### config.mk
export PLATFORM = sky130hd
export DESIGN_NAME = leaf_stream_packetizer
export DESIGN_NICKNAME = d
export VERILOG_FILES = /design/src/rtl/leaf_stream_packetizer.sv
export SDC_FILE = /design/constraint.sdc
export NUM_CORES = 1
export LEC_CHECK = 0
export ABC_AREA = 1
export ABC_CLOCK_PERIOD_IN_PS = 5400
export BUFFER_PORTS_ARGS = -buffer_cell sky130_fd_sc_hd__clkbuf_2
export CAP_MARGIN = 20
export CORE_ASPECT_RATIO = 1.5
export CORE_UTILIZATION = 51
export DETAILED_ROUTE_END_ITERATION = 8
export PLACE_DENSITY = 0.78
export SLEW_MARGIN = 20
export SYNTH_ARGS = -nofsm -noshare
export SYNTH_HDL_FRONTEND = slang
export SYNTH_SLANG_ARGS = --single-unit
### constraint.sdc
create_clock -name clk_bft -period 5.4 [get_ports clk_bft]
set_input_delay 0.81 -clock clk_bft [delete_from_list [all_inputs] [get_ports clk_bft]]
set_output_delay 0.81 -clock clk_bft [all_outputs]
set_load 0.01 [all_outputs]
### src/rtl/leaf_stream_packetizer.sv
// Transmit-side BFT packetizer: round-robin arbitration over user ap_vld/ap_ack streams,
// with per-port credit tracking so remote leaf input BRAMs are never overrun.
module leaf_stream_packetizer #(
   parameter int PACKET_BITS           = 49,
   parameter int PAYLOAD_BITS          = 32,
   parameter int NUM_LEAF_BITS         = 5,
   parameter int NUM_PORT_BITS         = 4,
   parameter int NUM_ADDR_BITS         = 7,
   parameter int NUM_OUT_PORTS         = 2,
   parameter int FREESPACE_UPDATE_SIZE = 64,
   parameter int CREDIT_INIT           = 128
) (
   input  logic                                    clk_bft,
   input  logic                                    reset,
   input  logic [NUM_OUT_PORTS*PAYLOAD_BITS-1:0]   din_leaf_user2interface,
   input  logic [NUM_OUT_PORTS-1:0]                vld_user2interface,
   output logic [NUM_OUT_PORTS-1:0]                ack_interface2user,
   input  logic [NUM_OUT_PORTS*NUM_LEAF_BITS-1:0]  dest_leaf_cfg,
   input  logic [NUM_OUT_PORTS*NUM_PORT_BITS-1:0]  dest_port_cfg,
   input  logic                                    credit_update_vld,
   input  logic [NUM_PORT_BITS-1:0]                credit_update_port,
   output logic [PACKET_BITS-1:0]                  dout_leaf_interface2bft,
   input  logic                                    bft_ready
);

   localparam int PTR_BITS    = (NUM_OUT_PORTS > 1) ? $clog2(NUM_OUT_PORTS) : 1;
   localparam int CREDIT_BITS = $clog2(CREDIT_INIT + 1);

   logic [CREDIT_BITS-1:0]   credit      [NUM_OUT_PORTS];
   logic [CREDIT_BITS-1:0]   credit_next [NUM_OUT_PORTS];
   logic [NUM_ADDR_BITS-1:0] seq         [NUM_OUT_PORTS];
   logic [PTR_BITS-1:0]      rr_ptr;
   logic [NUM_OUT_PORTS-1:0] eligible;
   logic                     out_valid;
   logic                     out_free;
   logic                     grant_vld;
   logic [PTR_BITS-1:0]      grant_idx;
   logic [PACKET_BITS-1:0]   grant_pkt;
   int                       search_idx;
   int                       credit_sum;

   assign out_valid = dout_leaf_interface2bft[PACKET_BITS-1];
   assign out_free  = !out_valid || bft_ready;

   always_comb begin
      eligible = '0;
      for (int i = 0; i < NUM_OUT_PORTS; i++) begin
         eligible[i] = vld_user2interface[i] && (credit[i] != '0);
      end
   end

   // Circular search starting at rr_ptr; reset suppresses grants so ack stays low while held.
   always_comb begin
      grant_vld  = 1'b0;
      grant_idx  = '0;
      search_idx = 0;
      for (int k = 0; k < NUM_OUT_PORTS; k++) begin
         search_idx = int'(rr_ptr) + k;
         if (search_idx >= NUM_OUT_PORTS) begin
            search_idx = search_idx - NUM_OUT_PORTS;
         end
         if (!grant_vld && out_free && !reset && eligible[search_idx]) begin
            grant_vld = 1'b1;
            grant_idx = PTR_BITS'(search_idx);
         end
      end
   end

   always_comb begin
      ack_interface2user = '0;
      grant_pkt          = '0;
      for (int i = 0; i < NUM_OUT_PORTS; i++) begin
         if (grant_vld && int'(grant_idx) == i) begin
            ack_interface2user[i] = 1'b1;
            grant_pkt = {1'b1,
                         dest_leaf_cfg[i*NUM_LEAF_BITS +: NUM_LEAF_BITS],
                         dest_port_cfg[i*NUM_PORT_BITS +: NUM_PORT_BITS],
                         seq[i],
                         din_leaf_user2interface[i*PAYLOAD_BITS +: PAYLOAD_BITS]};
         end
      end
   end

   // Update and grant may hit the same port in one cycle; saturate after combining both.
   always_comb begin
      credit_sum = 0;
      for (int i = 0; i < NUM_OUT_PORTS; i++) begin
         credit_sum = int'(credit[i]);
         if (credit_update_vld && int'(credit_update_port) == i) begin
            credit_sum = credit_sum + FREESPACE_UPDATE_SIZE;
         end
         if (grant_vld && int'(grant_idx) == i) begin
            credit_sum = credit_sum - 1;
         end
         if (credit_sum > CREDIT_INIT) begin
            credit_sum = CREDIT_INIT;
         end
         credit_next[i] = CREDIT_BITS'(credit_sum);
      end
   end

   always_ff @(posedge clk_bft or posedge reset) begin
      if (reset) begin
         dout_leaf_interface2bft <= '0;
         rr_ptr                  <= '0;
         for (int i = 0; i < NUM_OUT_PORTS; i++) begin
            credit[i] <= CREDIT_BITS'(CREDIT_INIT);
            seq[i]    <= '0;
         end
      end else begin
         for (int i = 0; i < NUM_OUT_PORTS; i++) begin
            credit[i] <= credit_next[i];
            if (grant_vld && int'(grant_idx) == i) begin
               seq[i] <= seq[i] + NUM_ADDR_BITS'(1);
            end
         end
         if (grant_vld) begin
            dout_leaf_interface2bft <= grant_pkt;
            rr_ptr <= (int'(grant_idx) == NUM_OUT_PORTS - 1) ? '0 : grant_idx + PTR_BITS'(1);
         end else if (bft_ready) begin
            dout_leaf_interface2bft <= '0;
         end
      end
   end

endmodule

==> results of run 1 <==
-- worst max-delay path, cell delays in order (launching register included) --
cell	delay (ps)
dfrtp_1	400
inv_1	110
ha_1	260
nand2_1	70
inv_1	60
nand3_2	100
nand3_4	120
nand2_2	80
nor2_4	80
buf_4	490
nor2_4	200
clkbuf_2	180
-- placed cells by master (no fill, tap or decap), types with 7 or more instances in the layout --
master,count
inv_2,8
inv_1,48
clkbuf_2,142
nand3_1,65
a21oi_1,16
dfrtp_1,78
nand2_1,201
nor2_1,26
nand2_2,13
clkbuf_16,9
xor2_1,18
o21ai_0,7
ha_1,10
nand4_1,12
-- layer usage --
| metal | vias to the layer above | track usage, % | share of wire (%) |
|---|---|---|---|
| met5 | - | 0 | 0 |
| met4 | 0 | 12.10 | 2.8 |
| met3 | 26 | 5.391 | 5.4 |
| met2 | 130 | 43.80 | 52 |
| met1 | 1939 | 28.83 | 40 |
| li1 | 2066 | - | - |
-- per-stage QoR --
step                total power [uW]  utilization (%)  setup slack [ps]
floorplan                       1929                -             901.1
global placement                2254            61.82              2114
detailed placement              2296            61.82              1960
CTS                             2896            65.21              2064
global route                    3120            65.87              1830
finish                          2892            65.87              2049
-- final timing paths --
path	end	slack [ps]
setup / recovery	ack_interface2user[0]	2050
hold / removal	dout_leaf_interface2bft[3]$_DFFE_PP0P_	480
setup reg to reg	credit[12]$_DFF_PP0_	2080
hold reg to reg	dout_leaf_interface2bft[3]$_DFFE_PP0P_	480
max in group asynchronous	credit[15]$_DFF_PP1_	4210
min in group asynchronous	dout_leaf_interface2bft[24]$_DFFE_PP0P_	560
-- layout make-up --
type / instances / area (um2) / area share [%]
multi-input combinational: 408 / 2115 / 38.16
sequential: 80 / 2004 / 36.17
timing repair buffer: 147 / 788.3 / 14.22
clock buffer: 13 / 270.3 / 4.877
inverter: 57 / 215.2 / 3.883
tap: 107 / 133.9 / 2.416
clock inverter: 3 / 15.01 / 0.2709
-- power groups by stage --
stage	clock (uW)	combinational (uW)	sequential, uW
finish	575	1370	952
global route	604	1540	977
CTS	583	1360	950
detailed placement	0	1340	952
global placement	0	1310	948
floorplan	0	954	975
-- cells by family (layout without fill, tap and decap cells) --
kind of cell             after synthesis  in the layout  share of synthesized area, %
adder cells (fa/ha/maj)               10             10                         2.822
XOR/XNOR                              20             20                         3.950
buffers and inverters                 76            220                         7.280
AO/OA/AOI/OAI                         37             37                         5.164
AND/OR/NAND/NOR                      341            341                         35.58
flip-flops                            80             80                         45.20
-- state kept, by name (all words and copies together) (netlist names) --
name and flops:
dout_leaf_interface2bft 49, credit 16, seq 14, rr_ptr 1
==> results by group, run 1 <==
Clock network
  • Root Driver: clkbuf_16
  • Postcts setup bufs: 0
  • Clock sinks: 80
  • CTS tree: built
  • Max clock buf depth: 2
  • H-tree levels: 3
  • Reg clk slew, reported paths: 60 ps
  • Cts bufs inserted: 9
  • Hold buffers post-CTS: 0
  • Clock latency on the worst-skew pair: 330 ps
  • Post-CTS Resized: 0

Placement
  • RePlAce Congestion: 0.8032
  • Dpl cells: 797
  • Hpwl dp: 7.591 mm
  • IO buf count: 142
  • Area after DPL: 0.005201 mm2

Route
  • DR iter-0 viols: 255
  • Number of remaining DRC errors: 0
  • DR WL/cell: 13.13 um
  • Drt first pass iters: 4
  • Vias: 4,161
  • Drt via density: 5.106
  • ANT nets after route: 0
  • Total Wirelength: 10.70 mm

Floorplanning
  • Die Span Y: 116.2 um
  • Row count: 41
  • Initial core utilization: 52.71%
  • DIE WIDTH: 78.14 um
  • Core Region: 0.008413 mm2
  • Boundary Pins: 143
  • Die area: 0.009079 mm2

Power
  • Sw power: 1242 uW
  • Leakage power: 0.003026 uW
  • Switch share: 42.94%
  • Combinational power share: 47.2%
  • Pwr/cell area: 521.9 mW/mm2
  • Max rail drop VDD: 0.2278 mV
  • Clock power share: 19.9%
  • Register share of total power: 32.9%
  • Power Internal: 1650 uW

Worst setup path
  • Worst setup SP type: flip-flop
  • Worst Setup SP: credit[8]$_DFF_PP0_
  • Worst-case reg-to-reg path depth: 17
  • Reg-to-Reg Start: credit[15]$_DFF_PP1_
  • CP Max Fanout: 58
  • Critical path type: flip-flop to output port
  • Req. time, crit path: 4590 ps
  • Critical Path AT: 2540 ps
  • Endpoint class of the critical path: output port

GRT
  • Global Route Usage Sum: 24.93%
  • Remaining global-route overflow: 0
  • Largest net degree at the start of global routing: 81
  • First-pass GRT wire length: 17.48 mm
  • Vias in the first global route: 3,967
  • Initial antenna violation count: 0

Synth
  • EDFF count, synth: 0
  • Mapped Avg Cell Area: 7.862 um2
  • Distinct cells, synth: 36
  • Post-synthesis cell count: 564
  • Synth Register Bits: 80
  • Top cells by count, synth: nand2_1 (201), dfrtp_1 (78), nand3_1 (65)
  • Cell with the most instances after synthesis: nand2_1
  • Synth Net Count: 666
  • Ranking of synthesized cells by area: dfrtp_1 (44%), nand2_1 (17%), nand3_1 (7.3%)
  • Synth warnings: 0
  • Share of the synthesized area in the top cell type: 44.02%
  • Most used DFF post-synth: dfrtp_1
  • Post-synthesis instance area: 0.004434 mm2
  • Post-synth ARST share: 100.0%
  • Leading area contributor after synthesis: dfrtp_1
  • Register area share after synthesis: 45.20%

Min path
  • Worst hold start: dout_leaf_interface2bft[3]$_DFFE_PP0P_
  • Worst hold path type: flip-flop to flip-flop
  • WHS Path Cells: 2

STA
  • Worst-Margin Slew: 651.2 ps
  • Final period util: 62.05%
  • Slew Viols, Final: 0
  • Hold slack: 484.5 ps
  • RSZ-0062 raised after global routing: false
  • Min Tclk post-route: 3351 ps
  • Final Hold Fails: 0
  • Setup_tns: 0 ps
  • Relative slew slack: 56.48%
  • Clk_skew: 4.893 ps
  • Max Fclk: 298.5 MHz
  • Final setup fails: 0

Cells and area
  • Final Non-Filler Cells: 815
  • Share of cells above drive strength 1: 29.80%
  • Ant. Diodes: 0
  • Nets: 805
  • Post-route design area: 0.005542 mm2
  • Number of fill cells: 725
  • Area Overhead vs Synth: 24.97%

Run
  • Max-cap violation count: 0

Run status
  • Outcome: completed
No activity file was read; power rests on OpenSTA's default activity.
==> run 2: changes to the inputs <==
- ABC_AREA: 1 -> 0
- ABC_CLOCK_PERIOD_IN_PS: 5400 -> 3200
- CORE_UTILIZATION: 51 -> 52
- PLACE_DENSITY: 0.78 -> 0.79
- clock period: 5.4 -> 3.2 ns (I/O delays scaled with it)
==> run 2 against run 1 <==
Effect of this change:
- critical path type unchanged
- largest power group unchanged
- routed wire length is 2.9% lower
- largest cell class unchanged
- clock skew is 1.9 ps higher
- register-to-register slack worse by 1800 ps
==> results by group, run 2 <==
Run status
  • Outcome: completed (unchanged)

Route
  • Vias: 3,844 (was 4,161)
  • DR iter-0 viols: 151 (was 255)
  • Routed met3 length: 651 um (was 573 um)
  • Met2 wire length: 5.257 mm (was 5.599 mm)
  • ANT nets after route: 0 (unchanged)
  • Max layer used: met4 (unchanged)
  • Met1 Routed Length: 4.296 mm (was 4.234 mm)
  • DR WL/cell: 14.98 um (was 13.13 um)
  • Drt first pass iters: 4 (unchanged)
  • Total Wirelength: 10.40 mm (was 10.70 mm)
  • Drt via density: 5.539 (was 5.106)
  • Number of remaining DRC errors: 0 (unchanged)

Run
  • Max-cap violation count: 0 (unchanged)

STA
  • Setup_tns: 0 ps (unchanged)
  • Final period util: 92.34%
  • Relative slew slack: 53.47% (was 56.48%)
  • Slew Viols, Final: 0 (unchanged)
  • Final worst slack: 245.1 ps (was 2049 ps)
  • RSZ-0062 raised after global routing: false (unchanged)
  • Clk_skew: 6.828 ps (was 4.893 ps)
  • Min Tclk post-route: 2955 ps
  • Max Fclk: 338.4 MHz
  • Final setup fails: 0 (unchanged)
  • Final Hold Fails: 0 (unchanged)
  • Worst-Margin Slew: 697.9 ps (was 651.2 ps)

Clock network
  • Clock sinks: 80 (unchanged)
  • Hold buffers post-CTS: 0 (unchanged)
  • Clock latency on the worst-skew pair: 330 ps (about the same)
  • Post-CTS Resized: 0 (unchanged)
  • H-tree levels: 3 (unchanged)
  • CTS tree: built (unchanged)
  • Max clock buf depth: 2 (unchanged)
  • Root Driver: clkbuf_16 (unchanged)
  • Reg clk slew, reported paths: 60 ps (about the same)
  • Cts bufs inserted: 9 (unchanged)
  • Postcts setup bufs: 0 (unchanged)

Synth
  • Register area share after synthesis: 44.55% (was 45.20%)
  • Leading area contributor after synthesis: dfrtp_1 (unchanged)
  • Post-synthesis cell count: 445 (was 564)
  • Post-synthesis instance area: 0.004499 mm2 (was 0.004434 mm2)
  • Synth warnings: 0 (unchanged)
  • EDFF count, synth: 0 (unchanged)
  • Share of the synthesized area in the top cell type: 43.38% (was 44.02%)
  • Synth Net Count: 547 (was 666)
  • Ranking of synthesized cells by area: dfrtp_1 (43%), mux2i_1 (10%), nand3_1 (5.5%) (was dfrtp_1 (44%), nand2_1 (17%), nand3_1 (7.3%))
  • Top cells by count, synth: dfrtp_1 (78), nand3_1 (49), o21ai_0 (47) (was nand2_1 (201), dfrtp_1 (78), nand3_1 (65))
  • Post-synth ARST share: 100.0% (unchanged)
  • Cell with the most instances after synthesis: dfrtp_1 (was nand2_1)
  • Synth Register Bits: 80 (unchanged)
  • Most used DFF post-synth: dfrtp_1 (unchanged)
  • Mapped Avg Cell Area: 10.11 um2 (was 7.862 um2)
  • Distinct cells, synth: 64 (was 36)

Floorplanning
  • DIE WIDTH: 77.95 um (was 78.14 um)
  • Row count: 41 (unchanged)
  • Die Span Y: 115.9 um (was 116.2 um)
  • Boundary Pins: 143 (unchanged)
  • Die area: 0.009036 mm2 (was 0.009079 mm2)
  • Initial core utilization: 53.48% (was 52.71%)
  • Core Region: 0.008413 mm2 (unchanged)

Worst setup path
  • Reg-to-Reg Start: credit[0]$_DFF_PP0_ (was credit[15]$_DFF_PP1_)
  • CP Max Fanout: 14 (was 58)
  • Critical Path AT: 2470 ps (was 2540 ps)
  • Worst setup SP type: flip-flop (unchanged)
  • Req. time, crit path: 2720 ps (was 4590 ps)
  • Endpoint class of the critical path: output port (unchanged)
  • Critical path type: flip-flop to output port (unchanged)
  • Worst Setup SP: credit[8]$_DFF_PP0_ (unchanged)

GRT
  • First-pass GRT wire length: 16.64 mm (was 17.48 mm)
  • Global Route Usage Sum: 23.86% (was 24.93%)
  • Initial antenna violation count: 0 (unchanged)
  • Vias in the first global route: 3,576 (was 3,967)
  • Largest net degree at the start of global routing: 89 (was 81)
  • Remaining global-route overflow: 0 (unchanged)

Cells and area
  • Share of cells above drive strength 1: 34.07% (was 29.80%)
  • Commonest non-fill, non-tap cell in the layout: clkbuf_2 (was nand2_1)
  • Most frequent cells in the layout: clkbuf_2 (142), dfrtp_1 (78), nand3_1 (49) (was nand2_1 (201), clkbuf_2 (142), dfrtp_1 (78))
  • Nets: 684 (was 805)
  • Ant. Diodes: 0 (unchanged)
  • Area Overhead vs Synth: 24.97% (about the same)
  • Biggest register: dout_leaf_interface2bft (unchanged)
  • Regs by FF count: dout_leaf_interface2bft x49, credit x16, seq x14 (unchanged)
  • Largest register FFs: 49 (unchanged)

Power
  • Switch share: 39.67% (was 42.94%)
  • Register share of total power: 34.1% (was 32.9%)
  • Clock power share: 20.7% (was 19.9%)
  • Sw power: 1881 uW (was 1242 uW)
  • Combinational power share: 45.2% (was 47.2%)
  • Max rail drop VDD: 0.5744 mV (was 0.2278 mV)
  • Pwr/cell area: 843.4 mW/mm2 (was 521.9 mW/mm2)
  • Power Internal: 2861 uW (was 1650 uW)
  • Leakage power: 0.002642 uW (was 0.003026 uW)

Placement
  • Setup WS pre-CTS: 194.8 ps (was 1960 ps)
  • Hpwl dp: 7.732 mm (was 7.591 mm)
  • RePlAce Congestion: 0.8459 (was 0.8032)
  • IO buf count: 142 (unchanged)

Min path
  • Worst hold path type: primary input to asynchronous set/reset pin (was flip-flop to flip-flop)
==> run 2: cell types whose count changed after synthesis, moves of 11 or more <==
cell	delta
nand2_1	-177
mux2i_1	+45
o21ai_0	+40
inv_1	-31
xnor2_1	+19
nand3_1	-16
nand2_2	-13
xor2_1	-12
clkbuf_1	+11
==> run 2: layer usage <==
layer  global-route usage (%)  up-vias
li1                         -     1879
met1                    28.67     1817
met2                    41.77      131
met3                    5.197       17
met4                    9.383        0
met5                        0        -
==> run 2: cells by family after synthesis <==
kind of cell | share of synthesized area, %
multiplexers | 10.59
AND/OR/NAND/NOR | 18.10
buffers and inverters | 4.338
flip-flops | 44.55
AO/OA/AOI/OAI | 14.38
XOR/XNOR | 5.256
adder cells (fa/ha/maj) | 2.781
==> run 2: metrics by stage <==
step	utilization [%]	total power (uW)	cells	hold WS, ps	area (um2)
CTS	66.79	4775	694	428.9	5619
detailed placement	63.43	3778	678	473.4	5336
finish	66.84	4742	694	408.9	5623
global route	66.84	5062	694	454.3	5623
floorplan	-	3158	445	444.9	4511
global placement	63.43	3690	678	461.9	5336
==> run 2: power by group through the flow <==
stage,logic (uW),registers [uW],clock network (uW)
2_1_floorplan,1530,1630,0
3_3_place_gp,2080,1610,0
3_5_place_dp,2150,1630,0
4_1_cts,2160,1610,1000
5_1_grt,2360,1660,1040
6_report,2140,1620,981
==> run 2: path summary, 6_finish.rpt <==
path                       cells past startpoint  slack, ps                                 endpoint
max in group asynchronous                      3       2310  dout_leaf_interface2bft[19]$_DFFE_PP0P_
min in group clk_bft                           3        430   dout_leaf_interface2bft[0]$_DFFE_PP0P_
max reg2reg                                   10        260                     credit[10]$_DFF_PP0_
min reg2reg                                    1        480                      seq[13]$_DFFE_PP0N_
min                                            3        410                      credit[1]$_DFF_PP0_
max                                            8        250                    ack_interface2user[1]
==> run 2: worst max-delay path, stage by stage (launching register included) <==
cell and delay (ps):
dfrtp_1 410, inv_1 90, ha_1 180, buf_4 160, nand4bb_4 150, o31ai_2 310
nand3_1 310, inv_2 340, clkbuf_2 190
==> run 2: area by class of cell <==
cell class	instances	area (um2)
flip-flops and latches	80	2004
fillers	678	2790
inverters	21	85.08
multi-input cells	319	2310
clock inverters	3	42.54
clock buffers	13	240.2
repair buffers	151	807.0
well taps	107	133.9
